==> config.mk <==
export PLATFORM = sky130hd
export DESIGN_NAME = serial_subtractor
export DESIGN_NICKNAME = d
export VERILOG_FILES = /design/src/rtl/serial_subtractor.sv
export SDC_FILE = /design/constraint.sdc
export NUM_CORES = 1
export LEC_CHECK = 0
export ABC_AREA = 1
export BUFFER_PORTS_ARGS = -buffer_cell sky130_fd_sc_hd__buf_4
export CAP_MARGIN = 20
export CORE_ASPECT_RATIO = 1.75
export CORE_MARGIN = 2
export CORE_UTILIZATION = 49
export CTS_CLUSTER_SIZE = 20
export DETAILED_ROUTE_END_ITERATION = 12
export PLACE_DENSITY = 0.82
export SYNTH_ARGS = -nofsm -noshare
export SYNTH_HDL_FRONTEND = slang
export SYNTH_SLANG_ARGS = --single-unit
==> constraint.sdc <==
create_clock -name clk -period 1.11 [get_ports clk]
set_input_delay 0.0555 -clock clk [delete_from_list [all_inputs] [get_ports clk]]
set_output_delay 0.0555 -clock clk [all_outputs]
set_load 0.03 [all_outputs]
==> src/rtl/serial_subtractor.sv <==
// serial_subtractor: bit-serial subtractor computing diff = din_one - din_two - bin,
// one bit per clock, LSB first, with a start/done handshake.
// Latency is WIDTH clocks from the accepting edge to the SHIFT->DONE edge.
// diff and bout change only at the SHIFT->DONE edge. They hold that value until the
// next result, so the in-flight result is never visible on the outputs.
// Optional feature macro: SERIAL_SUB_OVERFLOW_EN adds the ovf output, which flags
// two's-complement signed overflow of the subtraction.
module serial_subtractor #(
   parameter int WIDTH = 8
) (
   input  logic             clk,
   input  logic             rst_n,
   input  logic             start,
   input  logic [WIDTH-1:0] din_one,
   input  logic [WIDTH-1:0] din_two,
   input  logic             bin,
   output logic             busy,
   output logic             done,
   output logic [WIDTH-1:0] diff,
`ifdef SERIAL_SUB_OVERFLOW_EN
   output logic             bout,
   output logic             ovf
`else
   output logic             bout
`endif
);

   // The counter only has to reach WIDTH-1.
   localparam int CW = (WIDTH > 1) ? $clog2(WIDTH) : 1;
   localparam logic [CW-1:0] LAST_BIT = CW'(WIDTH - 1);

   typedef enum logic [1:0] {
      IDLE  = 2'd0,
      SHIFT = 2'd1,
      DONE  = 2'd2
   } state_t;

   state_t           state_q, state_d;
   logic [WIDTH-1:0] a_q, a_d;        // minuend, shifted right one bit per step
   logic [WIDTH-1:0] b_q, b_d;        // subtrahend, shifted right one bit per step
   logic [WIDTH-1:0] res_q, res_d;    // working result, filled from the MSB end
   logic             br_q, br_d;      // running borrow between bit positions
   logic [CW-1:0]    cnt_q, cnt_d;    // index of the bit being processed
   logic [WIDTH-1:0] diff_q, diff_d;
   logic             bout_q, bout_d;
`ifdef SERIAL_SUB_OVERFLOW_EN
   logic             ovf_q, ovf_d;
`endif

   // One full-subtractor slice acting on the current LSBs of the operand registers.
   logic a_bit, b_bit, d_bit, br_nx;
   assign a_bit = a_q[0];
   assign b_bit = b_q[0];
   assign d_bit = a_bit ^ b_bit ^ br_q;
   assign br_nx = (~a_bit & b_bit) | (~(a_bit ^ b_bit) & br_q);

   // Next-state and datapath updates; every register holds its value by default.
   always_comb begin
      state_d = state_q;
      a_d     = a_q;
      b_d     = b_q;
      res_d   = res_q;
      br_d    = br_q;
      cnt_d   = cnt_q;
      diff_d  = diff_q;
      bout_d  = bout_q;
`ifdef SERIAL_SUB_OVERFLOW_EN
      ovf_d   = ovf_q;
`endif
      unique case (state_q)
         IDLE: begin
            if (start) begin
               a_d     = din_one;
               b_d     = din_two;
               br_d    = bin;
               res_d   = '0;
               cnt_d   = '0;
               state_d = SHIFT;
            end
         end
         SHIFT: begin
            res_d = {d_bit, res_q[WIDTH-1:1]};
            a_d   = {1'b0, a_q[WIDTH-1:1]};
            b_d   = {1'b0, b_q[WIDTH-1:1]};
            br_d  = br_nx;
            cnt_d = cnt_q + CW'(1);
            if (cnt_q == LAST_BIT) begin
               // Publish the complete result in one step, never a partial one.
               diff_d  = {d_bit, res_q[WIDTH-1:1]};
               bout_d  = br_nx;
`ifdef SERIAL_SUB_OVERFLOW_EN
               // br_q is the borrow into the MSB stage here; signed overflow occurs
               // when it differs from the borrow out of that stage.
               ovf_d   = br_q ^ br_nx;
`endif
               state_d = DONE;
            end
         end
         DONE: begin
            state_d = IDLE;
         end
         default: begin
            state_d = IDLE;
         end
      endcase
   end

   // State and datapath registers, with synchronous active-low reset.
   always_ff @(posedge clk) begin
      if (!rst_n) begin
         state_q <= IDLE;
         a_q     <= '0;
         b_q     <= '0;
         res_q   <= '0;
         br_q    <= 1'b0;
         cnt_q   <= '0;
         diff_q  <= '0;
         bout_q  <= 1'b0;
      end else begin
         state_q <= state_d;
         a_q     <= a_d;
         b_q     <= b_d;
         res_q   <= res_d;
         br_q    <= br_d;
         cnt_q   <= cnt_d;
         diff_q  <= diff_d;
         bout_q  <= bout_d;
      end
   end

`ifdef SERIAL_SUB_OVERFLOW_EN
   // Overflow flag register. It updates on the same edge as diff and bout.
   always_ff @(posedge clk) begin
      if (!rst_n) begin
         ovf_q <= 1'b0;
      end else begin
         ovf_q <= ovf_d;
      end
   end

   assign ovf = ovf_q;
`endif

   assign busy = (state_q != IDLE);
   assign done = (state_q == DONE);
   assign diff = diff_q;
   assign bout = bout_q;

endmodule

==> results of run 1 <==
-- worst min path at each step --
stage / to / slack [ns] / cells past startpoint
2_1_floorplan: a_q[7]$_SDFFE_PN0P_ / 0.22 / 2
5_1_grt: b_q[7]$_SDFFE_PN0P_ / 0.05 / 3
6_report: b_q[7]$_SDFFE_PN0P_ / 0.05 / 3
3_5_place_dp: b_q[7]$_SDFFE_PN0P_ / 0.35 / 3
3_3_place_gp: a_q[6]$_SDFFE_PN0P_ / 0.35 / 5
4_1_cts: b_q[7]$_SDFFE_PN0P_ / 0.04 / 3
-- through the flow --
stage | instances | power (mW)
detailed placement | 331 | 1.909
floorplan | 256 | 1.770
finish | 341 | 3.293
global placement | 331 | 1.897
CTS | 340 | 3.332
global route | 341 | 3.436
-- synth_stat cells --
library cell and n:
sky130_fd_sc_hd__buf_2 4, sky130_fd_sc_hd__ha_1 2, sky130_fd_sc_hd__clkbuf_1 2, sky130_fd_sc_hd__fa_1 1
sky130_fd_sc_hd__and2_1 1, sky130_fd_sc_hd__buf_4 3, sky130_fd_sc_hd__inv_1 33, sky130_fd_sc_hd__o21ai_0 9
sky130_fd_sc_hd__buf_6 4, sky130_fd_sc_hd__nand2_1 84, sky130_fd_sc_hd__a21oi_1 22, sky130_fd_sc_hd__nor2_2 1
sky130_fd_sc_hd__nand4_1 1, sky130_fd_sc_hd__nand3_1 6, sky130_fd_sc_hd__inv_2 1, sky130_fd_sc_hd__nor2_1 42
sky130_fd_sc_hd__o21ai_4 1, sky130_fd_sc_hd__clkinv_1 1, sky130_fd_sc_hd__dfxtp_1 38
-- power by group --
part           internal (mW)  switching (mW)  total [mW]
logic                  0.203           0.232       0.436
clock network          0.900           0.491        1.39
registers               1.43          0.0357        1.47
total                   2.53           0.759        3.29
-- kinds of logic after synthesis --
logic type,count (synthesis),share of synthesized area (%)
compound gates,32,9.935
simple gates,135,30.24
buf+inv,48,13.13
flops,38,44.09
fa+ha+maj,3,2.610
-- area by class of cell --
type,count,area (um2)
inverters,35,136.4
well taps,45,56.30
repair buffers,45,394.1
fillers,297,1065
clock buffers,5,68.82
clock inverters,3,68.82
multi-input cells,170,802.0
flip-flops and latches,38,772.0
-- worst max-delay path: stages, from the launching register on --
cell	delay, ns
sky130_fd_sc_hd__dfxtp_2	0.35
sky130_fd_sc_hd__ha_4	0.14
sky130_fd_sc_hd__ha_4	0.13
sky130_fd_sc_hd__nand2_4	0.05
sky130_fd_sc_hd__nor2_4	0.15
sky130_fd_sc_hd__buf_4	0.17
sky130_fd_sc_hd__o21ai_1	0.06
sky130_fd_sc_hd__nor2_1	0.09
-- per-layer routing --
layer	share of wire (%)	vias up	track usage [%]
li1	-	844	-
met1	40	713	20.98
met2	53	35	37.81
met3	4.3	6	3.597
met4	2.2	0	12.00
met5	0	-	0
-- state kept, by name, summed over array words and instances, names as in the netlist --
signal	cells
a_q	8
b_q	8
bout	1
br_q	1
cnt_q	3
diff	8
res_q	7
state_q	2
-- repair_timing --
item / in CTS / in global routing
pin swaps: 6 / 2
resized for setup: 18 / 3
setup buffers: 1 / 1
setup endpoints to repair: 37 / 25
==> flow_metrics.tcl, run 1 <==
set metrics [dict create \
    start_util_pct 51.30 \
    timing.rr.end "diff[3]$_SDFFE_PN0P_" \
    postSynthAreaPerCell_um2 6.740 \
    rsz_0062_raised_after_global_routing "yes" \
    layout.cells.most_common "sky130_fd_sc_hd__nand2_1" \
    postSynthNetCount 279 \
    setup-violations-final 12 \
    achievable-frequency_mhz 833.6 \
    netlist.top_cell.by_area "sky130_fd_sc_hd__dfxtp_1" \
    drt-vias-per-instance 4.686 \
    ctsHoldBuffers 0 \
    die_area_um2 4031 \
    number_of_antenna_cells_inserted 0 \
    tightest_slew_ns 0.4047 \
    gp_congestion 0.8059 \
    drive_gt1_share_pct 25.68 \
    timing.critical_path.required_ns 1.34 \
    tritoncts.num_buffers 5 \
    min_period_ns 1.200 \
    num_vias 1598 \
    worst_setup_hold_path_clk_slew_ns 0.08 \
    postLayoutSetupSlackWorst_ns -0.08962 \
    maximum_number_of_pins_on_one_net_before_global_route_repair 22 \
    criticalPathCategory "reg2reg" \
    worst_hold_startpoint "din_two[7]" \
    ctsRootBufferMaster "sky130_fd_sc_hd__clkbuf_8" \
    ff2ff_path_depth 7 \
    cts_tree "yes" \
    area_share_of_the_largest_cell_type_after_synthesis_pct 44.09 \
    syn-cell-area_um2 1725 \
    place_hpwl_um 2509 \
    final_wirelength_um 3690 \
    synth-warning-count 0 \
    ant_nets 0 \
    pre_antenna_drt_iters 4 \
    cts_htree_levels 2 \
    final_net_count 318 \
    wire_per_inst_um 10.82 \
    leakage_nw 1.144 \
    sum_of_overflow_across_all_layers_after_global_routing 0 \
    synth_seq_area_share_pct 44.09 \
    hp-class "in2reg" \
    die_width_um 48.86 \
    clk_path_buf_depth 2 \
    r2r-start "cnt_q[0]$_SDFFE_PN0P_" \
    slew_violations 0 \
    timing.reg2reg.setup_slack_ns -0.09 \
    worst_skew_pair.late_latency_ns 0.29 \
    worstPathArrival_ns 1.43 \
    crit_start "cnt_q[0]$_SDFFE_PN0P_" \
    final_design_area_no_fill_um2 2298 \
    post_place_instance_area_um2 2091 \
    grt.total_usage_pct 20.19 \
    share_of_the_clock_period_used_by_the_worst_path_pct 108.1 \
    dr.first_iter.drc_count 18 \
    clock_sinks 38 \
    ir_drop_uv 1278 \
    power-per-cell-area_nw_per_um2 1433 \
    startpoint_types "register" \
    synth.top_cells.by_area "sky130_fd_sc_hd__dfxtp_1 (44%), sky130_fd_sc_hd__nand2_1 (18%), sky130_fd_sc_hd__nor2_1 (9.1%)" \
    critical_path_capture_point "diff[3]$_SDFFE_PN0P_" \
    hold_slack_ns 0.04721 \
    grt_pass1_wl_um 6154 \
    max_cap_viol_count 0 \
    tns_ns -0.7189 \
    synth.ff_latch_count 38 \
    pin_count 31 \
    place.port_buffers 30 \
    result_of_the_run "finished, violations left" \
    floorplan.rows 28 \
    flow.area_growth_from_synthesis_pct 33.21 \
    syn_inst 256 \
    failed_checks "setup timing" \
    final_util_pct 68.34 \
    placeable_core_area_um2 3363 \
    dieHeight_um 82.50 \
    timing.critical_path.to_type "register" \
    hold_viol_final 0 \
    finalClockSkew_ns 0.005108 \
    timing.max_slew.rel_slack_pct 72.99 \
    path_max_fanout 5 \
    number_of_antenna_violations_at_the_first_check_in_global_routing 0 \
    mostFrequentLayoutCells "sky130_fd_sc_hd__nand2_1 (82), sky130_fd_sc_hd__nor2_1 (39), sky130_fd_sc_hd__buf_4 (38)" \
    ys_types 19 \
    detailedPlace.worstSlack_ns -0.1251 \
    grt_pass1_vias 1475 \
    drc_errors 0 \
]
No activity file was read; power rests on OpenSTA's default activity.
==> run 2, diff against run 1 <==
--- a/config.mk
+++ b/config.mk
@@ -14,6 +14,7 @@
 export CTS_CLUSTER_SIZE = 20
 export DETAILED_ROUTE_END_ITERATION = 12
 export PLACE_DENSITY = 0.82
+export SKIP_CTS_REPAIR_TIMING = 1
 export SYNTH_ARGS = -nofsm -noshare
 export SYNTH_HDL_FRONTEND = slang
 export SYNTH_SLANG_ARGS = --single-unit
==> flow_metrics.tcl, run 2 (synthesis gave the netlist of run 1 again) <==
set metrics [dict create \
    pre_antenna_drt_iters 4 \
    die_width_um 48.86 \
    die_area_um2 4031 \
    pin_count 31 \
    hold_slack_ns 0.04959 \
    drc_errors 0 \
    start_util_pct 51.30 \
    worst_setup_hold_path_clk_slew_ns 0.08 \
    result_of_the_run "finished, violations left" \
    maximum_number_of_pins_on_one_net_before_global_route_repair 22 \
    cp_slowest_stage_delay_ns 0.35 \
    criticalPathCategory "reg2reg" \
    dieHeight_um 82.50 \
    num_vias 1581 \
    drt-vias-per-instance 4.650 \
    critical-path-top-cell-by-count "sky130_fd_sc_hd__ha_4" \
    hp-class "in2reg" \
    max_cap_viol_count 0 \
    worstPathArrival_ns 1.40 \
    rsz_0062_raised_after_global_routing "yes" \
    worst_skew_pair.late_latency_ns 0.29 \
    sum_of_overflow_across_all_layers_after_global_routing 0 \
    clk_path_buf_depth 2 \
    crit_path_top_delay_cell "sky130_fd_sc_hd__dfxtp_2" \
    crit_path_cell_trace "ha_4 -> ha_4 -> nand2_4 -> nor2_4 -> buf_4 -> o21ai_2 -> nor2_1" \
    startpoint_types "register" \
    final_util_pct 67.86 \
    ant_nets 0 \
    slew_violations 0 \
    final_wirelength_um 3582 \
    grt_pass1_wl_um 5954 \
    grt_pass1_vias 1425 \
    timing.critical_path.required_ns 1.34 \
    post-place-cells 331 \
    tightest_slew_ns 0.4086 \
    place.port_buffers 30 \
    clock_sinks 38 \
    dr.first_iter.drc_count 11 \
    number_of_antenna_violations_at_the_first_check_in_global_routing 0 \
    number_of_antenna_cells_inserted 0 \
    achievable-frequency_mhz 855.9 \
    timing.reg2reg.setup_slack_ns -0.06 \
    postLayoutSetupSlackWorst_ns -0.05831 \
    timing.max_slew.rel_slack_pct 72.73 \
    setup-violations-final 12 \
    grt.total_usage_pct 19.51 \
    layout.cells.most_common "sky130_fd_sc_hd__nand2_1" \
    mostFrequentLayoutCells "sky130_fd_sc_hd__nand2_1 (82), sky130_fd_sc_hd__nor2_1 (38), sky130_fd_sc_hd__buf_4 (38)" \
    path_max_fanout 5 \
    ir_drop_uv 1284 \
    placeable_core_area_um2 3363 \
    gp_congestion 0.8059 \
    leakage_nw 1.135 \
    total_of_fill_cells_in_the_finished_design 299 \
    final_net_count 317 \
    drive_gt1_share_pct 26.10 \
    flow.area_growth_from_synthesis_pct 32.27 \
    share_of_the_clock_period_used_by_the_worst_path_pct 105.3 \
    p_total_mw 3.289 \
    place_hpwl_um 2509 \
    cts_tree "yes" \
    floorplan.rows 28 \
    timing.critical_path.to_type "register" \
    hold_viol_final 0 \
    min_period_ns 1.168 \
    tritoncts.num_buffers 5 \
    failed_checks "setup timing" \
    wire_per_inst_um 10.54 \
    final_cells 340 \
    finalClockSkew_ns 0.006017 \
    cts_htree_levels 2 \
    power-per-cell-area_nw_per_um2 1441 \
    ctsRootBufferMaster "sky130_fd_sc_hd__clkbuf_8" \
]
## run 2: cell type report
| type | count | area, um2 | area share (%) |
|---|---|---|---|
| multi-input combinational | 170 | 803.3 | 35.20 |
| sequential | 38 | 772.0 | 33.83 |
| timing repair buffer | 44 | 379.1 | 16.61 |
| inverter | 35 | 133.9 | 5.866 |
| clock buffer | 5 | 68.82 | 3.015 |
| clock inverter | 3 | 68.82 | 3.015 |
| tap | 45 | 56.30 | 2.467 |
## run 2: path summary, 6_finish.rpt
path,from,to,cells past startpoint
max,cnt_q[1]$_SDFFE_PN0P_,diff[0]$_SDFFE_PN0P_,7
min,din_two[7],b_q[7]$_SDFFE_PN0P_,3
max reg2reg,cnt_q[1]$_SDFFE_PN0P_,diff[0]$_SDFFE_PN0P_,7
min reg2reg,b_q[7]$_SDFFE_PN0P_,b_q[7]$_SDFFE_PN0P_,2
## run 2: stage by stage
stage / worst slack, ns / setup TNS, ns / cell area (um2)
3_5_place_dp: -0.1251 / -2.670 / 2091
6_report: -0.05831 / -0.5054 / 2282
3_3_place_gp: -0.08984 / -1.781 / 2091
2_1_floorplan: -0.007675 / -0.007675 / 1775
4_1_cts: -0.2874 / -3.536 / 2228
5_1_grt: -0.1226 / -1.392 / 2282
## run 2: metal layers
layer / share of wire [%] / global-route usage (%)
met5: 0 / 0
met4: 2.1 / 12.00
met3: 4.1 / 3.597
met2: 53 / 35.62
met1: 40 / 20.77
## run 2: power by group
| group | internal (mW) | switching, mW |
|---|---|---|
| sequential | 1.43 | 0.0352 |
| combinational | 0.201 | 0.230 |
| clock | 0.900 | 0.493 |
## run 2: critical path: cells and delay by family, from the launching register on
kind	cells	cell delay, ns
AND/OR/NAND/NOR	3	0.27
buffers and inverters	1	0.16
adder cells (fa/ha/maj)	2	0.27
flip-flops	1	0.35
AO/OA/AOI/OAI	1	0.05
==> run 3, diff against run 2 <==
--- a/config.mk
+++ b/config.mk
@@ -6,15 +6,16 @@
 export NUM_CORES = 1
 export LEC_CHECK = 0
 export ABC_AREA = 1
-export BUFFER_PORTS_ARGS = -buffer_cell sky130_fd_sc_hd__buf_4
+export BUFFER_PORTS_ARGS = -buffer_cell sky130_fd_sc_hd__buf_2
 export CAP_MARGIN = 20
 export CORE_ASPECT_RATIO = 1.75
 export CORE_MARGIN = 2
-export CORE_UTILIZATION = 49
+export CORE_UTILIZATION = 28
 export CTS_CLUSTER_SIZE = 20
 export DETAILED_ROUTE_END_ITERATION = 12
-export PLACE_DENSITY = 0.82
+export PLACE_DENSITY = 0.55
 export SKIP_CTS_REPAIR_TIMING = 1
+export SLEW_MARGIN = 20
 export SYNTH_ARGS = -nofsm -noshare
 export SYNTH_HDL_FRONTEND = slang
 export SYNTH_SLANG_ARGS = --single-unit
==> flow_metrics.tcl, run 3 (synthesis gave the netlist of run 1 again) <==
set metrics [dict create \
    multi_input_comb_area_um2 912.1 \
    result_of_the_run "finished, violations left" \
    r2r-start "state_q[0]$_SDFFE_PN0P_" \
    hp-class "in2reg" \
    power-per-cell-area_nw_per_um2 1198 \
    ir_drop_uv 634.7 \
    start_util_pct 29.12 \
    finalClockSkew_ns 0.007800 \
    post_place_instance_area_um2 2059 \
    worst_skew_pair.late_latency_ns 0.30 \
    floorplan.rows 37 \
    final_util_pct 41.83 \
    gp_congestion 0.7634 \
    ctsRootBufferMaster "sky130_fd_sc_hd__clkbuf_8" \
    die_area_um2 6831 \
    clk_path_buf_depth 2 \
    place_hpwl_um 2775 \
    number_of_antenna_violations_at_the_first_check_in_global_routing 0 \
    wire_per_inst_um 11.37 \
    die_width_um 63.34 \
    postLayoutSetupSlackWorst_ns -0.09586 \
    final_design_area_no_fill_um2 2479 \
    sum_of_overflow_across_all_layers_after_global_routing 0 \
    rsz_0062_raised_after_global_routing "yes" \
    dieHeight_um 107.8 \
    setup-violations-final 32 \
    drt-vias-per-instance 4.234 \
    tightest_slew_ns 0.5558 \
    worst_hold_startpoint "din_two[7]" \
    seqCellArea_um2 767.0 \
    cts_htree_levels 2 \
    final_net_count 329 \
    worstPathArrival_ns 1.39 \
    layout.cells.most_common "sky130_fd_sc_hd__nand2_1" \
    detailedPlace.worstSlack_ns -0.08231 \
    worstHoldEndpoint "b_q[7]$_SDFFE_PN0P_" \
    maximum_number_of_pins_on_one_net_before_global_route_repair 27 \
    criticalPathCategory "reg2reg" \
    min_period_ns 1.206 \
    leakage_nw 1.242 \
    grt.total_usage_pct 12.55 \
    drc_errors 0 \
    timing.max_slew.rel_slack_pct 62.91 \
    pre_antenna_drt_iters 4 \
    slew_violations 0 \
    min_path_cells 3 \
    timing.reg2reg.setup_slack_ns -0.1 \
    max_cap_viol_count 0 \
    timing.rr.end "a_q[0]$_SDFFE_PN0P_" \
    failed_checks "setup timing" \
    cts_tree "yes" \
    total_of_fill_cells_in_the_finished_design 662 \
    ff2ff_path_depth 7 \
    placeable_core_area_um2 5926 \
    grt_pass1_wl_um 6851 \
    tritoncts.num_buffers 5 \
    flow.area_growth_from_synthesis_pct 43.65 \
    drive_gt1_share_pct 35.18 \
    pin_count 31 \
    number_of_antenna_cells_inserted 0 \
    dr.first_iter.drc_count 40 \
    ant_nets 0 \
    final_wirelength_um 4376 \
    place.port_buffers 30 \
    timing.critical_path.required_ns 1.30 \
    timing.critical_path.to_type "register" \
    grt_pass1_vias 1532 \
    worst_setup_hold_path_clk_slew_ns 0.08 \
    path_max_fanout 6 \
    achievable-frequency_mhz 829.3 \
    hold_viol_final 0 \
    share_of_the_clock_period_used_by_the_worst_path_pct 108.6 \
    clock_sinks 38 \
    mostFrequentLayoutCells "sky130_fd_sc_hd__nand2_1 (68), sky130_fd_sc_hd__nor2_1 (38), sky130_fd_sc_hd__dfxtp_1 (33)" \
    startpoint_types "register" \
    num_vias 1630 \
]
[run 3: worst max-delay path by stage]
stage,slack [ns],end,cells past startpoint,start
6_report,-0.1,a_q[0]$_SDFFE_PN0P_,7,state_q[0]$_SDFFE_PN0P_
5_1_grt,-0.15,b_q[3]$_SDFFE_PN0P_,7,state_q[0]$_SDFFE_PN0P_
2_1_floorplan,-0.008,bout$_SDFFE_PN0P_,8,cnt_q[1]$_SDFFE_PN0P_
3_5_place_dp,-0.08,diff[4]$_SDFFE_PN0P_,7,cnt_q[1]$_SDFFE_PN0P_
3_3_place_gp,-0.07,diff[5]$_SDFFE_PN0P_,7,cnt_q[1]$_SDFFE_PN0P_
4_1_cts,-0.18,done,4,state_q[1]$_SDFFE_PN0P_
[run 3: per-layer routing]
metal	up-vias	share of wire, %	global-route usage [%]	wire length, um
met3	5	3.6	2.929	159
met5	-	0	0	0
met4	0	1.2	4.814	53
li1	868	-	-	-
met2	32	53	22.11	2304
met1	725	42	14.48	1857
[run 3: cell type report]
type,count,share of cell area [%]
sequential,38,30.94
tap,78,3.937
inverter,35,5.401
clock buffer,5,2.776
timing repair buffer,56,19.28
multi-input combinational,170,36.80
clock inverter,3,0.8582
[run 3: through the flow]
stage	power, mW	instances	hold slack [ns]	setup TNS, ns
floorplan	1.770	256	0.2199	-0.007675
global route	3.143	385	0.03835	-3.629
CTS	2.855	374	0.02161	-2.075
finish	2.969	385	0.03278	-1.570
global placement	1.890	366	0.3472	-0.9293
detailed placement	1.893	366	0.3401	-1.286
[run 3: critical path, cell delays in order, from the launching register on]
cell and delay [ns]:
sky130_fd_sc_hd__dfxtp_2 0.34, sky130_fd_sc_hd__buf_6 0.12, sky130_fd_sc_hd__o21ai_4 0.18, sky130_fd_sc_hd__buf_12 0.16, sky130_fd_sc_hd__clkbuf_16 0.16, sky130_fd_sc_hd__nand2_2 0.05, sky130_fd_sc_hd__nand2_1 0.05, sky130_fd_sc_hd__nor2_1 0.04
[run 3: where the power goes]
part | total, mW | switching [mW] | internal [mW] | leakage [nW]
clock network | 0.954 | 0.513 | 0.441 | 0.0441
logic | 0.554 | 0.294 | 0.260 | 0.885
registers | 1.46 | 0.0313 | 1.43 | 0.313
